[config.mk]
export PLATFORM = sky130hd
export DESIGN_NAME = random_digit
export DESIGN_NICKNAME = d
export VERILOG_FILES = /design/src/rtl/random_digit.sv
export SDC_FILE = /design/constraint.sdc
export NUM_CORES = 1
export LEC_CHECK = 0
export CORE_AREA = 2 2 39 41
export CTS_CLUSTER_SIZE = 16
export DETAILED_ROUTE_END_ITERATION = 8
export DIE_AREA = 0 0 41 43
export GPL_ROUTABILITY_DRIVEN = 0
export MAX_ROUTING_LAYER = met4
export PLACE_DENSITY = 0.72
export SETUP_SLACK_MARGIN = 0.5
export SYNTH_ARGS = -nofsm -noshare
export SYNTH_HDL_FRONTEND = slang
export SYNTH_SLANG_ARGS = --single-unit
[constraint.sdc]
create_clock -name clk -period 1.3 [get_ports clk]
set_clock_uncertainty 0.05 [all_clocks]
set_input_delay 0.325 -clock clk [delete_from_list [all_inputs] [get_ports clk]]
set_output_delay 0.325 -clock clk [all_outputs]
set_load 0.005 [all_outputs]
[src/rtl/random_digit.sv]
// random_digit: pseudo-random decimal digit generator.
//
// A 16-bit Fibonacci LFSR (x^16+x^14+x^13+x^11+1) advances on every rising
// clock edge. The low nibble of its next state is folded into 0..9 and
// registered on rnd, so each edge yields a new digit with one cycle of latency.
//
// Parameters:
//   SEED  - LFSR value loaded by reset; a zero seed is replaced by 16'hACE1 so
//           the LFSR never enters its all-zero lock-up state.
// Ports:
//   clk   - clock, all state updates on its rising edge
//   reset - asynchronous, active-high reset
//   rnd   - registered digit, always in 0..9
//
// Optional feature (macro RANDOM_DIGIT_NOREPEAT_EN): when defined, a digit
// equal to the current rnd is bumped to (digit+1) mod 10 so consecutive
// outputs always differ. The LFSR sequence is unaffected.
module random_digit #(
  parameter logic [15:0] SEED = 16'hACE1
) (
  input  logic       clk,
  input  logic       reset,
  output logic [3:0] rnd
);

  localparam logic [15:0] LoadValue = (SEED == 16'h0000) ? 16'hACE1 : SEED;

  logic [15:0] lfsr;
  logic [15:0] lfsr_next;
  logic        fb;
  logic [3:0]  cand;
  logic [3:0]  digit;
  logic [3:0]  rnd_next;

  always_comb begin
    fb        = lfsr[15] ^ lfsr[13] ^ lfsr[12] ^ lfsr[10];
    lfsr_next = {lfsr[14:0], fb};
    cand      = lfsr_next[3:0];
    // 10..15 fold onto 4..9
    digit     = (cand > 4'd9) ? (cand - 4'd6) : cand;
`ifdef RANDOM_DIGIT_NOREPEAT_EN
    if (digit == rnd) begin
      rnd_next = (digit == 4'd9) ? 4'd0 : (digit + 4'd1);
    end else begin
      rnd_next = digit;
    end
`else
    rnd_next  = digit;
`endif
  end

  always_ff @(posedge clk or posedge reset) begin
    if (reset) begin
      lfsr <= LoadValue;
      rnd  <= 4'd0;
    end else begin
      lfsr <= lfsr_next;
      rnd  <= rnd_next;
    end
  end

endmodule

==> results of run 1 <==
==> cells by family after synthesis <==
group / share of synthesized area
buffers and inverters: 0.01269
AND/OR/NAND/NOR: 0.01267
flip-flops: 0.8626
XOR/XNOR: 0.04441
AO/OA/AOI/OAI: 0.02960
multiplexers: 0.01691
adder cells (fa/ha/maj): 0.02114
==> flip-flops by register name, indices dropped and copies added (netlist names) <==
register  count
rnd           4
lfsr         16
==> final timing paths <==
| kind | startpoint | endpoint | slack, ps | cells after the start |
|---|---|---|---|---|
| setup / recovery | rnd[3] | rnd[3] | 130 | 1 |
| hold / removal | reset | lfsr[1] | 290 | 3 |
| setup reg to reg | lfsr[0] | rnd[2] | 230 | 3 |
| hold reg to reg | lfsr[6] | lfsr[7] | 310 | 0 |
| max in group asynchronous | reset | lfsr[5] | 700 | 3 |
| min in group clk | lfsr[6] | lfsr[7] | 310 | 0 |
==> per-layer routing <==
layer | global-route usage | vias up | share of wire
li1 | - | 122 | -
met1 | 0.1630 | 141 | 0.42
met2 | 0.1875 | 5 | 0.51
met3 | 0.07853 | 4 | 0.038
met4 | 0.1200 | 0 | 0.035
met5 | - | - | 0
==> area by class of cell <==
cell class,instances,area [um2]
clock buffer,4,36.28
inverter,2,7.507
fill,122,628.1
sequential,20,510.5
timing repair buffer,8,68.82
multi-input combinational,10,112.6
tap,16,20.02
==> cells in the final DEF, fill, tap and decap left out <==
cell type / count
sky130_fd_sc_hd__dfrtp_1: 12
sky130_fd_sc_hd__dfstp_2: 8
sky130_fd_sc_hd__buf_2: 4
sky130_fd_sc_hd__clkbuf_4: 3
sky130_fd_sc_hd__xnor2_2: 2
sky130_fd_sc_hd__xor2_2: 1
sky130_fd_sc_hd__inv_2: 1
sky130_fd_sc_hd__a21oi_1: 1
sky130_fd_sc_hd__a21oi_2: 1
sky130_fd_sc_hd__nand2_1: 1
sky130_fd_sc_hd__mux2i_1: 1
sky130_fd_sc_hd__nor2_1: 1
sky130_fd_sc_hd__o21a_1: 1
sky130_fd_sc_hd__inv_1: 1
sky130_fd_sc_hd__ha_4: 1
sky130_fd_sc_hd__clkbuf_8: 1
sky130_fd_sc_hd__clkdlybuf4s50_1: 1
sky130_fd_sc_hd__buf_12: 1
sky130_fd_sc_hd__buf_6: 1
sky130_fd_sc_hd__buf_4: 1
==> what timing repair did <==
item / in CTS / in global routing
setup buffers: 1 / 1
setup endpoints to repair: 9 / 9
pin swaps: 1 / 2
gates resized for setup: 18 / 3
gates cloned: 0 / 0
==> power breakdown <==
| group | total, uW | switching (uW) | leakage [uW] | internal, uW |
|---|---|---|---|---|
| Sequential | 623 | 0 | 0.000250 | 623 |
| Combinational | 20.9 | 12.0 | 0.0000910 | 8.91 |
| Clock | 336 | 166 | 0.0000210 | 171 |
| Total | 980 | 178 | 0.000362 | 803 |
==> per-stage QoR <==
stage | hold slack, ps | area [um2] | setup WS (ps)
CTS | 277.3 | 725.7 | 102.5
detailed placement | 285.5 | 694.4 | 95.61
global placement | 289.6 | 694.4 | 133.1
global route | 264.3 | 755.7 | 75.51
finish | 289.0 | 755.7 | 128.5
floorplan | 232.9 | 604.3 | 289.9
==> load_flow_metrics.sql, run 1 <==
INSERT INTO impl_metrics (metric_group, metric, value, unit) VALUES
('critical_path', 'timing.critical_path.buf_inv', '1', ''),
('pwr', 'irDropWorstVdd', '0.5600', 'mV'),
('global_routing', 'antenna_found_initial', '0', ''),
('timing', 'worst_pin_slew', '215.4', 'ps'),
('synth', 'synthDominantAreaCellType', 'sky130_fd_sc_hd__dfrtp_1', ''),
('pwr', 'totalPowerFinal', '980.3', 'uW'),
('placed_design', 'placed_wire_length_estimate_after_detailed_placement', '475.1', 'um'),
('drt', 'num_vias', '272', ''),
('critical_path', 'worstPathArrival', '800', 'ps'),
('synth', 'syn-instance-count', '32', ''),
('global_routing', 'grt_util_overall', '0.1472', ''),
('timing', 'rsz0062_at_grt', 'true', ''),
('critical_path', 'worst_path_dominant_cell_family', 'flip-flops', ''),
('placed_design', 'portBuffers', '5', ''),
('clocking', 'cts_tree', 'built', ''),
('critical_path', 'critPathKind', 'flip-flop to primary output', ''),
('synth', 'most_frequently_used_cell_type_in_the_post_synthesis_netlist', 'sky130_fd_sc_hd__dfrtp_1', ''),
('drt', 'detail_route.iter0.violations', '1', ''),
('drt', 'detailedRoute.firstPassIterationCount', '3', ''),
('critical_path', 'worst_ep_required_time', '930', 'ps'),
('timing', 'final_critical_period', '1171', 'ps'),
('clocking', 'cts-root-buf', 'sky130_fd_sc_hd__clkbuf_4', ''),
('synth', 'nets_in_the_synthesized_netlist', '35', ''),
('critical_path', 'cp_slowest_cell', 'sky130_fd_sc_hd__dfrtp_1', ''),
('layout', 'area_growth_syn_to_layout', '27.70', '%'),
('synth', 'yosysWarnings', '0', ''),
('pwr', 'power.density_cell_area', '1297', 'nW/um2'),
('synth', 'synth_top_area_frac', '0.5074', ''),
('global_routing', 'first_global_vias', '292', ''),
('clocking', 'tritoncts.num_buffers', '3', ''),
('timing', 'tns', '0', 'ps'),
('drt', 'viasPerCell', '4.533', ''),
('floorplan', 'core-area', '1384', 'um2'),
('floorplan', 'die_y', '43', 'um'),
('clocking', 'ctsLongestPathBuffers', '2', ''),
('timing', 'post-route-period-util', '0.9011', ''),
('floorplan', 'rows', '14', ''),
('synth', 'avg_cell_area_syn', '18.49', 'um2'),
('layout', 'num-nets-final', '48', ''),
('synth', 'dominantRegCellSynth', 'sky130_fd_sc_hd__dfrtp_1', ''),
('floorplan', 'initial_utilization', '0.4277', ''),
('clocking', 'clkSlewWorstSetupHoldPaths', '100', 'ps'),
('clocking', 'worst_skew_pair.late_latency', '290', 'ps'),
('drt', 'remaining_drc_errors', '0', ''),
('timing', 'report.final.slew_viol_count', '0', ''),
('synth', 'ff_latch_count_synth', '20', ''),
('floorplan', 'die-width', '41', 'um'),
('pwr', 'power_leakage', '0.0003622', 'uW'),
('global_routing', 'maximum_number_of_pins_on_one_net_before_global_route_repair', '21', ''),
('synth', 'ys_top_cells_by_area', 'sky130_fd_sc_hd__dfrtp_1 51%, sky130_fd_sc_hd__dfstp_2 36%, sky130_fd_sc_hd__xnor2_1 3.0%', ''),
('clocking', 'htree_levels', '1', ''),
('layout', 'insertedDiodeCount', '0', ''),
('critical_path', 'worstSetupEndpointType', 'primary output', ''),
('drt', 'routedWlPerCell', '12.88', 'um'),
('clocking', 'cts-hold-fix-buffers', '0', ''),
('clocking', 'cts.sinks', '20', ''),
('drt', 'route.final.wire_length', '773', 'um'),
('critical_path', 'crit_path_cell_trace', 'buf_2', ''),
('layout', 'post-route-util', '0.5461', ''),
('synth', 'post_synth_most_frequent_cells', '12 x sky130_fd_sc_hd__dfrtp_1, 8 x sky130_fd_sc_hd__dfstp_2, 2 x sky130_fd_sc_hd__a21oi_1, 2 x sky130_fd_sc_hd__inv_1, 2 x sky130_fd_sc_hd__xnor2_1', ''),
('critical_path', 'cpPeakStageDelay', '380', 'ps'),
('synth', 'yosysUniqueCellTypes', '11', ''),
('timing', 'slew_headroom', '0.8564', ''),
('critical_path', 'timing.critical_path.fanout_max', '1', ''),
('floorplan', 'die_outline_area', '1763', 'um2'),
('synth', 'synth-async-reset-ratio', '1.000', ''),
('timing', 'final_report_setup_violation_count', '0', ''),
('critical_path', 'setup.worst_path.start_class', 'flip-flop', ''),
('synth', 'synth-edff-count', '0', ''),
('outcome', 'status', 'complete, no violations', ''),
('global_routing', 'overflow_left_after_global_routing', '0', '');
Power figures use the tool's default switching activity.
==> inputs of run 2 (changes only) <==
--- a/config.mk
+++ b/config.mk
@@ -10,7 +10,6 @@
 export DETAILED_ROUTE_END_ITERATION = 8
 export DIE_AREA = 0 0 41 43
 export GPL_ROUTABILITY_DRIVEN = 0
-export MAX_ROUTING_LAYER = met4
 export PLACE_DENSITY = 0.72
 export SETUP_SLACK_MARGIN = 0.5
 export SYNTH_ARGS = -nofsm -noshare
==> load_flow_metrics.sql, run 2 (same netlist as run 1, synthesis figures left out) <==
INSERT INTO impl_metrics (metric_group, metric, value, unit) VALUES
('layout', 'multiInputGateArea', '112.6', 'um2'),
('pwr', 'irDropWorstVdd', '0.5602', 'mV'),
('critical_path', 'worst_path_dominant_cell_family', 'flip-flops', ''),
('timing', 'finalHoldViolCount', '0', ''),
('clocking', 'cts-hold-fix-buffers', '0', ''),
('critical_path', 'reg2reg_to', 'rnd[2]', ''),
('floorplan', 'core-area', '1384', 'um2'),
('critical_path', 'worst_ep_required_time', '930', 'ps'),
('pwr', 'sw_frac_of_total', '0.1813', ''),
('timing', 'rsz0062_at_grt', 'true', ''),
('pwr', 'comb_power_share', '0.021', ''),
('drt', 'routedWlPerCell', '12.88', 'um'),
('critical_path', 'critical_path_depth', '1', ''),
('clocking', 'htree_levels', '1', ''),
('clocking', 'clkSlewWorstSetupHoldPaths', '100', 'ps'),
('placed_design', 'place_area', '694.4', 'um2'),
('global_routing', 'grt_first_pass_wirelength', '1442', 'um'),
('pwr', 'cell_internal_pwr', '802.7', 'uW'),
('drt', 'drt.antenna.violating_nets', '0', ''),
('pwr', 'p_seq_frac', '0.636', ''),
('timing', 'final_report_setup_violation_count', '0', ''),
('timing', 'fin_worst_hold_slack', '288.9', 'ps'),
('clocking', 'cts.sinks', '20', ''),
('timing', 'slew_headroom', '0.8564', ''),
('pwr', 'part_of_the_total_power_dissipated_in_the_clock_network', '0.343', ''),
('drt', 'detail_route.iter0.violations', '1', ''),
('placed_design', 'place_ws', '95.61', 'ps'),
('floorplan', 'initial_utilization', '0.4277', ''),
('critical_path', 'timing.reg2reg.worst_path_depth', '3', ''),
('timing', 'fmaxAchievable', '853.5', 'MHz'),
('clocking', 'ctsLongestPathBuffers', '2', ''),
('critical_path', 'reg2reg_setup_slack', '230', 'ps'),
('critical_path', 'timing.critical_path.fanout_max', '1', ''),
('worst_hold_path', 'worstHoldPathType', 'primary input to asynchronous set/reset pin', ''),
('layout', 'drive_gt1_frac', '0.5682', ''),
('critical_path', 'cpPeakStageDelay', '380', 'ps'),
('flow_run', 'drv.max_cap_violation_count', '0', ''),
('placed_design', 'placed_wire_length_estimate_after_detailed_placement', '475.1', 'um'),
('clocking', 'tritoncts.num_buffers', '3', ''),
('critical_path', 'cp_slowest_cell', 'sky130_fd_sc_hd__dfrtp_1', ''),
('drt', 'num_vias', '272', ''),
('critical_path', 'setup.worst_path.start_class', 'flip-flop', ''),
('layout', 'layout.cell_area.non_filler', '755.7', 'um2'),
('global_routing', 'antenna_found_initial', '0', ''),
('clocking', 'cts-root-buf', 'sky130_fd_sc_hd__clkbuf_4', ''),
('pwr', 'power.switching', '177.7', 'uW'),
('layout', 'biggestRegsByFlops', 'lfsr: 16 flops, rnd: 4 flops', ''),
('global_routing', 'overflow_left_after_global_routing', '0', ''),
('drt', 'viasPerCell', '4.533', ''),
('layout', 'mostFrequentLayoutCell', 'sky130_fd_sc_hd__dfrtp_1', ''),
('layout', 'insertedDiodeCount', '0', ''),
('timing', 'report.final.slew_viol_count', '0', ''),
('critical_path', 'timing.critical_path.buf_inv', '1', ''),
('floorplan', 'die_outline_area', '1763', 'um2'),
('critical_path', 'crit_path_cell_trace', 'buf_2', ''),
('critical_path', 'worstPathArrival', '800', 'ps'),
('critical_path', 'worstSetupEndpointType', 'primary output', ''),
('clocking', 'worst_skew_pair.late_latency', '290', 'ps'),
('outcome', 'status', 'complete, no violations', ''),
('floorplan', 'design.portCount', '6', ''),
('floorplan', 'die_y', '43', 'um'),
('drt', 'remaining_drc_errors', '0', ''),
('layout', 'largest_register_ff_count', '16', ''),
('layout', 'final-seq-area', '510.5', 'um2'),
('drt', 'route.final.wire_length', '773', 'um'),
('timing', 'worst_pin_slew', '215.4', 'ps'),
('layout', 'filler_cell_count', '122', ''),
('layout', 'max_flop_register', 'lfsr', ''),
('placed_design', 'portBuffers', '5', ''),
('clocking', 'cts_tree', 'built', ''),
('pwr', 'power_leakage', '0.0003622', 'uW'),
('timing', 'final_critical_period', '1172', 'ps'),
('critical_path', 'crit-reg2reg-launch', 'lfsr[0]', ''),
('floorplan', 'rows', '14', ''),
('layout', 'most-common-layout-cells', '12 x sky130_fd_sc_hd__dfrtp_1, 8 x sky130_fd_sc_hd__dfstp_2, 4 x sky130_fd_sc_hd__buf_2', ''),
('drt', 'detailedRoute.firstPassIterationCount', '3', ''),
('pwr', 'power.density_cell_area', '1297', 'nW/um2'),
('timing', 'post-route-period-util', '0.9012', ''),
('floorplan', 'die-width', '41', 'um'),
('global_routing', 'maximum_number_of_pins_on_one_net_before_global_route_repair', '21', ''),
('layout', 'area_growth_syn_to_layout', '27.70', '%'),
('global_routing', 'first_global_vias', '299', ''),
('global_routing', 'grt_util_overall', '0.1403', ''),
('timing', 'tns', '0', 'ps'),
('timing', 'setup_slack', '128.4', 'ps'),
('critical_path', 'critPathKind', 'flip-flop to primary output', ''),
('layout', 'num-nets-final', '48', '');
run 2: worst register-to-register path, cell delays in order, from the launching register on:
cell,delay (ps)
sky130_fd_sc_hd__dfstp_2,610
sky130_fd_sc_hd__ha_4,210
sky130_fd_sc_hd__inv_2,50
sky130_fd_sc_hd__a21oi_2,40
run 2: how the worst max path moves through the flow:
| stage | start | end | slack, ps |
|---|---|---|---|
| after floorplan | lfsr[0] | rnd[2] | 290 |
| after global placement | rnd[3] | rnd[3] | 130 |
| after detailed placement | rnd[3] | rnd[3] | 100 |
| after CTS | rnd[3] | rnd[3] | 100 |
| after global routing | rnd[3] | rnd[3] | 80 |
| final | rnd[3] | rnd[3] | 130 |
run 2: area by class of cell:
class / count / area share
flip-flops and latches: 20 / 0.6755
clock buffers: 4 / 0.04801
inverters: 2 / 0.009934
multi-input cells: 10 / 0.1490
well taps: 16 / 0.02649
repair buffers: 8 / 0.09106
run 2: per-stage QoR:
step | total power [uW] | cells | util
2_1_floorplan | 643.3 | 32 | -
6_report | 980.4 | 60 | 0.5461
3_5_place_dp | 656.0 | 54 | 0.5018
5_1_grt | 1036 | 60 | 0.5461
3_3_place_gp | 655.1 | 54 | 0.5018
4_1_cts | 1000 | 59 | 0.5244
run 2: what timing repair did:
action | 4_1_cts | 5_1_grt
pin swaps | 1 | 2
resized for setup | 18 | 3
setup endpoints to repair | 9 | 9
buffers inserted | 1 | 1
run 2: power groups by stage:
| stage | registers [uW] | clock network, uW | logic, uW |
|---|---|---|---|
| 6_report | 623 | 336 | 20.9 |
| 5_1_grt | 623 | 389 | 23.5 |
| 4_1_cts | 623 | 355 | 21.8 |
| 3_5_place_dp | 634 | 0 | 21.8 |
| 3_3_place_gp | 634 | 0 | 20.9 |
| 2_1_floorplan | 634 | 0 | 9.11 |
run 2: per-layer routing:
layer  global-route usage  part of all wire  routed length, um
met5                    0                 0                  0
met1               0.1630              0.42                321
met2               0.1875              0.51                395
met3              0.06283             0.036                 28
met4               0.1200             0.035                 27
